## src/rtl/ahb_pkg.sv

```systemverilog
// Shared AHB constants, default region map and the data-phase state type
// used by the ROM/RAM decoder/controller.
package ahb_pkg;

    localparam logic [1:0] HTRANS_IDLE   = 2'b00;
    localparam logic [1:0] HTRANS_BUSY   = 2'b01;
    localparam logic [1:0] HTRANS_NONSEQ = 2'b10;
    localparam logic [1:0] HTRANS_SEQ    = 2'b11;

    localparam logic HRESP_OKAY  = 1'b0;
    localparam logic HRESP_ERROR = 1'b1;

    localparam logic [31:0] ROM_BASE_DEFAULT = 32'h0000_0000;
    localparam logic [31:0] ROM_MASK_DEFAULT = 32'hFFFF_0000;
    localparam logic [31:0] RAM_BASE_DEFAULT = 32'h2000_0000;
    localparam logic [31:0] RAM_MASK_DEFAULT = 32'hFFFF_0000;

    typedef enum logic [2:0] {
        DP_NONE = 3'd0,
        DP_ROM  = 3'd1,
        DP_RAM  = 3'd2,
        DP_ERR1 = 3'd3,
        DP_ERR2 = 3'd4
    } dp_state_t;

endpackage

```

## src/rtl/ahb_addr_decode.sv

```systemverilog
// Combinational address-phase decode: ROM/RAM slave selects and the
// default-slave error request (unmapped address or write to ROM).
module ahb_addr_decode
    import ahb_pkg::*;
#(
    parameter logic [31:0] ROM_BASE = ROM_BASE_DEFAULT,
    parameter logic [31:0] ROM_MASK = ROM_MASK_DEFAULT,
    parameter logic [31:0] RAM_BASE = RAM_BASE_DEFAULT,
    parameter logic [31:0] RAM_MASK = RAM_MASK_DEFAULT
) (
    input  logic [31:0] haddr,
    input  logic [1:0]  htrans,
    input  logic        hwrite,
    output logic        hsel_rom,
    output logic        hsel_ram,
    output logic        err_req
);

    logic valid;
    logic rom_hit;
    logic ram_hit;

    assign valid   = (htrans == HTRANS_NONSEQ) || (htrans == HTRANS_SEQ);
    assign rom_hit = (haddr & ROM_MASK) == ROM_BASE;
    assign ram_hit = (haddr & RAM_MASK) == RAM_BASE;

    // ROM takes priority when the regions overlap
    assign hsel_rom = valid & rom_hit & ~hwrite;
    assign hsel_ram = valid & ram_hit & ~rom_hit;
    assign err_req  = valid & ~hsel_rom & ~hsel_ram;

endmodule

```

## src/rtl/ahb_decoder_ctrl.sv

```systemverilog
// AHB ROM/RAM decoder, data-phase mux select and built-in default slave.
// Define ERR_COUNT_EN to build the saturating default-slave error counter.
//
// state   | meaning
// DP_NONE | no data phase pending, zero-wait OKAY
// DP_ROM  | ROM data phase, hready/hresp from the mux
// DP_RAM  | RAM data phase, hready/hresp from the mux
// DP_ERR1 | first ERROR cycle, hready low
// DP_ERR2 | second ERROR cycle, hready high
module ahb_decoder_ctrl
    import ahb_pkg::*;
#(
    parameter logic [31:0] ROM_BASE = ROM_BASE_DEFAULT,
    parameter logic [31:0] ROM_MASK = ROM_MASK_DEFAULT,
    parameter logic [31:0] RAM_BASE = RAM_BASE_DEFAULT,
    parameter logic [31:0] RAM_MASK = RAM_MASK_DEFAULT
) (
    input  logic        hclk,
    input  logic        hreset,
    input  logic [31:0] haddr,
    input  logic [1:0]  htrans,
    input  logic        hwrite,
    input  logic        hready_mux,
    input  logic        hresp_mux,
    output logic        hsel_rom,
    output logic        hsel_ram,
    output logic        muxsel,
    output logic        hready,
    output logic        hresp,
    output logic [15:0] err_count
);

    dp_state_t state_q, state_d;
    logic      muxsel_q, muxsel_d;
    logic      err_req;

    ahb_addr_decode #(
        .ROM_BASE (ROM_BASE),
        .ROM_MASK (ROM_MASK),
        .RAM_BASE (RAM_BASE),
        .RAM_MASK (RAM_MASK)
    ) u_decode (
        .haddr    (haddr),
        .htrans   (htrans),
        .hwrite   (hwrite),
        .hsel_rom (hsel_rom),
        .hsel_ram (hsel_ram),
        .err_req  (err_req)
    );

    always_ff @(posedge hclk) begin
        if (hreset) begin
            state_q  <= DP_NONE;
            muxsel_q <= 1'b0;
        end else begin
            state_q  <= state_d;
            muxsel_q <= muxsel_d;
        end
    end

    // An address phase is taken whenever the master sees hready high,
    // including the last cycle of the error response.
    always_comb begin
        state_d  = state_q;
        muxsel_d = muxsel_q;
        if (hready) begin
            muxsel_d = hsel_rom;
            if (hsel_rom) begin
                state_d = DP_ROM;
            end else if (hsel_ram) begin
                state_d = DP_RAM;
            end else if (err_req) begin
                state_d = DP_ERR1;
            end else begin
                state_d = DP_NONE;
            end
        end else if (state_q == DP_ERR1) begin
            state_d = DP_ERR2;
        end
    end

    always_comb begin
        hready = 1'b1;
        hresp  = HRESP_OKAY;
        case (state_q)
            DP_ROM, DP_RAM: begin
                hready = hready_mux;
                hresp  = hresp_mux;
            end
            DP_ERR1: begin
                hready = 1'b0;
                hresp  = HRESP_ERROR;
            end
            DP_ERR2: begin
                hready = 1'b1;
                hresp  = HRESP_ERROR;
            end
            default: begin
                hready = 1'b1;
                hresp  = HRESP_OKAY;
            end
        endcase
    end

    assign muxsel = muxsel_q;

`ifdef ERR_COUNT_EN
    logic [15:0] err_cnt_q;

    always_ff @(posedge hclk) begin
        if (hreset) begin
            err_cnt_q <= 16'h0000;
        end else if (hready && err_req && (err_cnt_q != 16'hFFFF)) begin
            err_cnt_q <= err_cnt_q + 16'h0001;
        end
    end

    assign err_count = err_cnt_q;
`else
    assign err_count = 16'h0000;
`endif

endmodule

```

## config.mk

```make
export PLATFORM = sky130hd
export DESIGN_NAME = ahb_decoder_ctrl
export DESIGN_NICKNAME = d
export VERILOG_FILES = /design/src/rtl/ahb_pkg.sv /design/src/rtl/ahb_addr_decode.sv /design/src/rtl/ahb_decoder_ctrl.sv
export SDC_FILE = /design/constraint.sdc
export NUM_CORES = 1
export LEC_CHECK = 0
export CORE_ASPECT_RATIO = 1.2
export CORE_MARGIN = 10
export CORE_UTILIZATION = 19
export DETAILED_ROUTE_END_ITERATION = 10
export GPL_ROUTABILITY_DRIVEN = 0
export GPL_TIMING_DRIVEN = 1
export MAX_ROUTING_LAYER = met4
export PLACE_DENSITY = 0.86
export SLEW_MARGIN = 20
export SYNTH_ARGS = -nofsm -noshare
export SYNTH_HDL_FRONTEND = slang
export SYNTH_SLANG_ARGS = --single-unit
export TNS_END_PERCENT = 100
```

## constraint.sdc

```tcl
create_clock -name hclk -period 0.9 [get_ports hclk]
set_input_delay 0.09 -clock hclk [delete_from_list [all_inputs] [get_ports hclk]]
set_output_delay 0.09 -clock hclk [all_outputs]
set_load 0.05 [all_outputs]
```

==> flow_metrics.tcl <==
set metrics [dict create \
    cpMaxStageDelayCell "dfxtp_2" \
    top_usage_layer "met2" \
    syn_area_um2 370.4 \
    use_met2_pct 10.31 \
    cts-htree-levels 1 \
    n_antenna_cell 0 \
    grt_overflow 0 \
    grt_use_total_pct 7.105 \
    cp_max_fo 3 \
    drcViolationCount 0 \
    clock_sinks 4 \
    placementRows 17 \
    nets 121 \
    pwr_density_cell_mw_per_mm2 1146 \
    viasPerCell 4.293 \
    wirelength_um 1500 \
    grt_util_met1_pct 7.604 \
    crit_arrival_ns 1.21 \
    core_area_mm2 0.001851 \
    layout_worst_path_cycle_share_pct 144.6 \
    vias 425 \
    switching_share_pct 41.21 \
    avgSynthCellArea_um2 8.230 \
    regArea_um2 85.08 \
    syn_inst 45 \
    post-route-min-period_ns 1.301 \
    clk_latency_ns 0.23 \
    final_common_cell "conb_1" \
    clk_path_buf_depth 2 \
    setup_viol 7 \
    final_util_pct 39.42 \
    fmax_ghz 0.7684 \
    required_ns 0.81 \
    die_w_um 60.31 \
    violations "negative setup slack" \
    synth_cell_types 19 \
    nFillCells 186 \
    synth_area_leader_cell "buf_4" \
    hp-class "input pin to flop" \
    status "complete, but fails checks" \
    ant_nets 0 \
    seq_area_frac_synth_pct 21.62 \
    async_reset_ff_share_pct 0 \
    max-vdd-ir-drop_mv 0.7092 \
    yosysTopAreaCellShare_pct 32.43 \
    finalHoldViolCount 0 \
    grt_pass1_wl_um 2132 \
    synth_edf_count 0 \
    cp-start-kind "flop" \
    antenna_found_initial 0 \
    synth.area.top_cells "buf_4, dfxtp_1, nand3b_1" \
    area_growth_pct 96.96 \
    crit_type "flop to output port" \
    drv_slew 0 \
    synthFlopType "dfxtp_1" \
    cts_tree "done" \
    cts_root_buf "clkbuf_4" \
    drt_iter0_markers 4 \
    seqPwrFrac_pct 23.7 \
    synth.ff_latch_count 4 \
    grt_setup_unrepaired "yes" \
    clkSlewWorstSetupHoldPaths_ns 0.04 \
    start_util_pct 20.01 \
    ioPinCount 60 \
    grt_max_degree 6 \
    endpoint_kind "output port" \
    p_switching_w 0.0003446 \
    cts_buffers 3 \
    die_area_mm2 0.004123 \
    multi_input_area_um2 275.3 \
    pwr-share-clk_pct 26.4 \
    final_layout_size_suffix_gt1_share_pct 50.00 \
    p_int_w 0.0004917 \
    die_h_um 68.37 \
    fin_ws_ns -0.4013 \
    cap_violations 0 \
    wl_per_cell_um 15.15 \
    leakagePower_nw 0.3284 \
    synth_warnings 0 \
    finalClockSkew_ns 0.004814 \
    final_cell_mix "conb_1, buf_2, buf_6" \
    first_pass_iters 3 \
    cp_top_family "flip-flops" \
    path_cells "maj3_2 -> o21a_4 -> buf_8" \
    port_buffers 26 \
    grt_pass1_vias 503 \
    hold_ws_ns 0.1795 \
    power_frac_comb_pct 49.8 \
    max_stage_delay_ns 0.33 \
    met3_usage_pct 5.185 \
    cp_num_buf_inv 1 \
    setup_tns_ns -2.181 \
    dp_hpwl_um 1230 \
]
[cell families after synthesis]
logic type,count (synthesis),share of synthesized area (%)
AOI/OAI and AO/OA,7,11.49
adders and majority gates,1,2.703
buffers and inverters,16,32.43
DFF,4,21.62
other,1,1.013
and+or+nand+nor,16,30.74
[what timing repair did]
action / in CTS / in global routing
setup endpoints to repair: 7 / 8
pin swaps: 8 / 4
hold buffers: 0 / 0
setup buffers: 3 / 2
resized for setup: 67 / 2
[synth_stat cells, types with 3 or more instances]
cell / number
dfxtp_1: 4
nor4_1: 3
buf_4: 16
nor3_1: 3
o21ai_0: 3
nand3b_1: 3
[per-stage QoR]
| stage | std cells | total power [W] | setup WS (ns) | cell area (um2) |
|---|---|---|---|---|
| detailed placement | 91 | 0.0005923 | -0.7030 | 661.9 |
| finish | 99 | 0.0008363 | -0.4013 | 729.5 |
| CTS | 97 | 0.0008365 | -0.4114 | 706.9 |
| floorplan | 60 | 0.0004923 | -0.3987 | 445.4 |
| global route | 99 | 0.0008836 | -0.4277 | 729.5 |
| global placement | 91 | 0.0005870 | -0.6813 | 661.9 |
[power by group through the flow]
stage / Combinational [W] / Clock, W / Sequential (W)
3_3_place_gp: 0.000385 / 0 / 0.000202
6_report: 0.000417 / 0.000221 / 0.000199
2_1_floorplan: 0.000290 / 0 / 0.000202
5_1_grt: 0.000436 / 0.000247 / 0.000200
4_1_cts: 0.000407 / 0.000231 / 0.000199
3_5_place_dp: 0.000389 / 0 / 0.000203
[layout make-up]
class | count | area share [%]
clock buffer | 3 | 3.087
multi-input combinational | 40 | 37.74
sequential | 4 | 11.66
tap | 19 | 3.259
timing repair buffer | 33 | 44.25
[tightest hold or removal path, delay by kind of cell]
| kind | cells | cell delay [ns] |
|---|---|---|
| AOI/OAI and AO/OA | 1 | 0.06 |
| buffers and inverters | 1 | 0.12 |
| and+or+nand+nor | 1 | 0.11 |
[flip-flops by register name, summed over array words and instances (netlist names)]
signal / count
muxsel: 1
state_q: 3
[path summary, 6_finish.rpt]
check / start / end / slack, ns / cells after the start
hold / removal: htrans[1] / state_q[0]$_SDFFE_PP0P_ / 0.18 / 3
setup / recovery: state_q[0]$_SDFFE_PP0P_ / hresp / -0.40 / 3
setup reg to reg: state_q[1]$_SDFFE_PP0P_ / state_q[1]$_SDFFE_PP0P_ / -0.27 / 6
hold reg to reg: muxsel$_SDFFE_PP0N_ / muxsel$_SDFFE_PP0N_ / 0.52 / 2
[layer usage]
| layer | vias to the layer above | share of wire (%) |
|---|---|---|
| met5 | - | 0 |
| li1 | 201 | - |
| met4 | 0 | 1.1 |
| met1 | 186 | 43 |
| met2 | 36 | 45 |
| met3 | 2 | 11 |
Note: power is estimated with default switching activity, not from simulation.
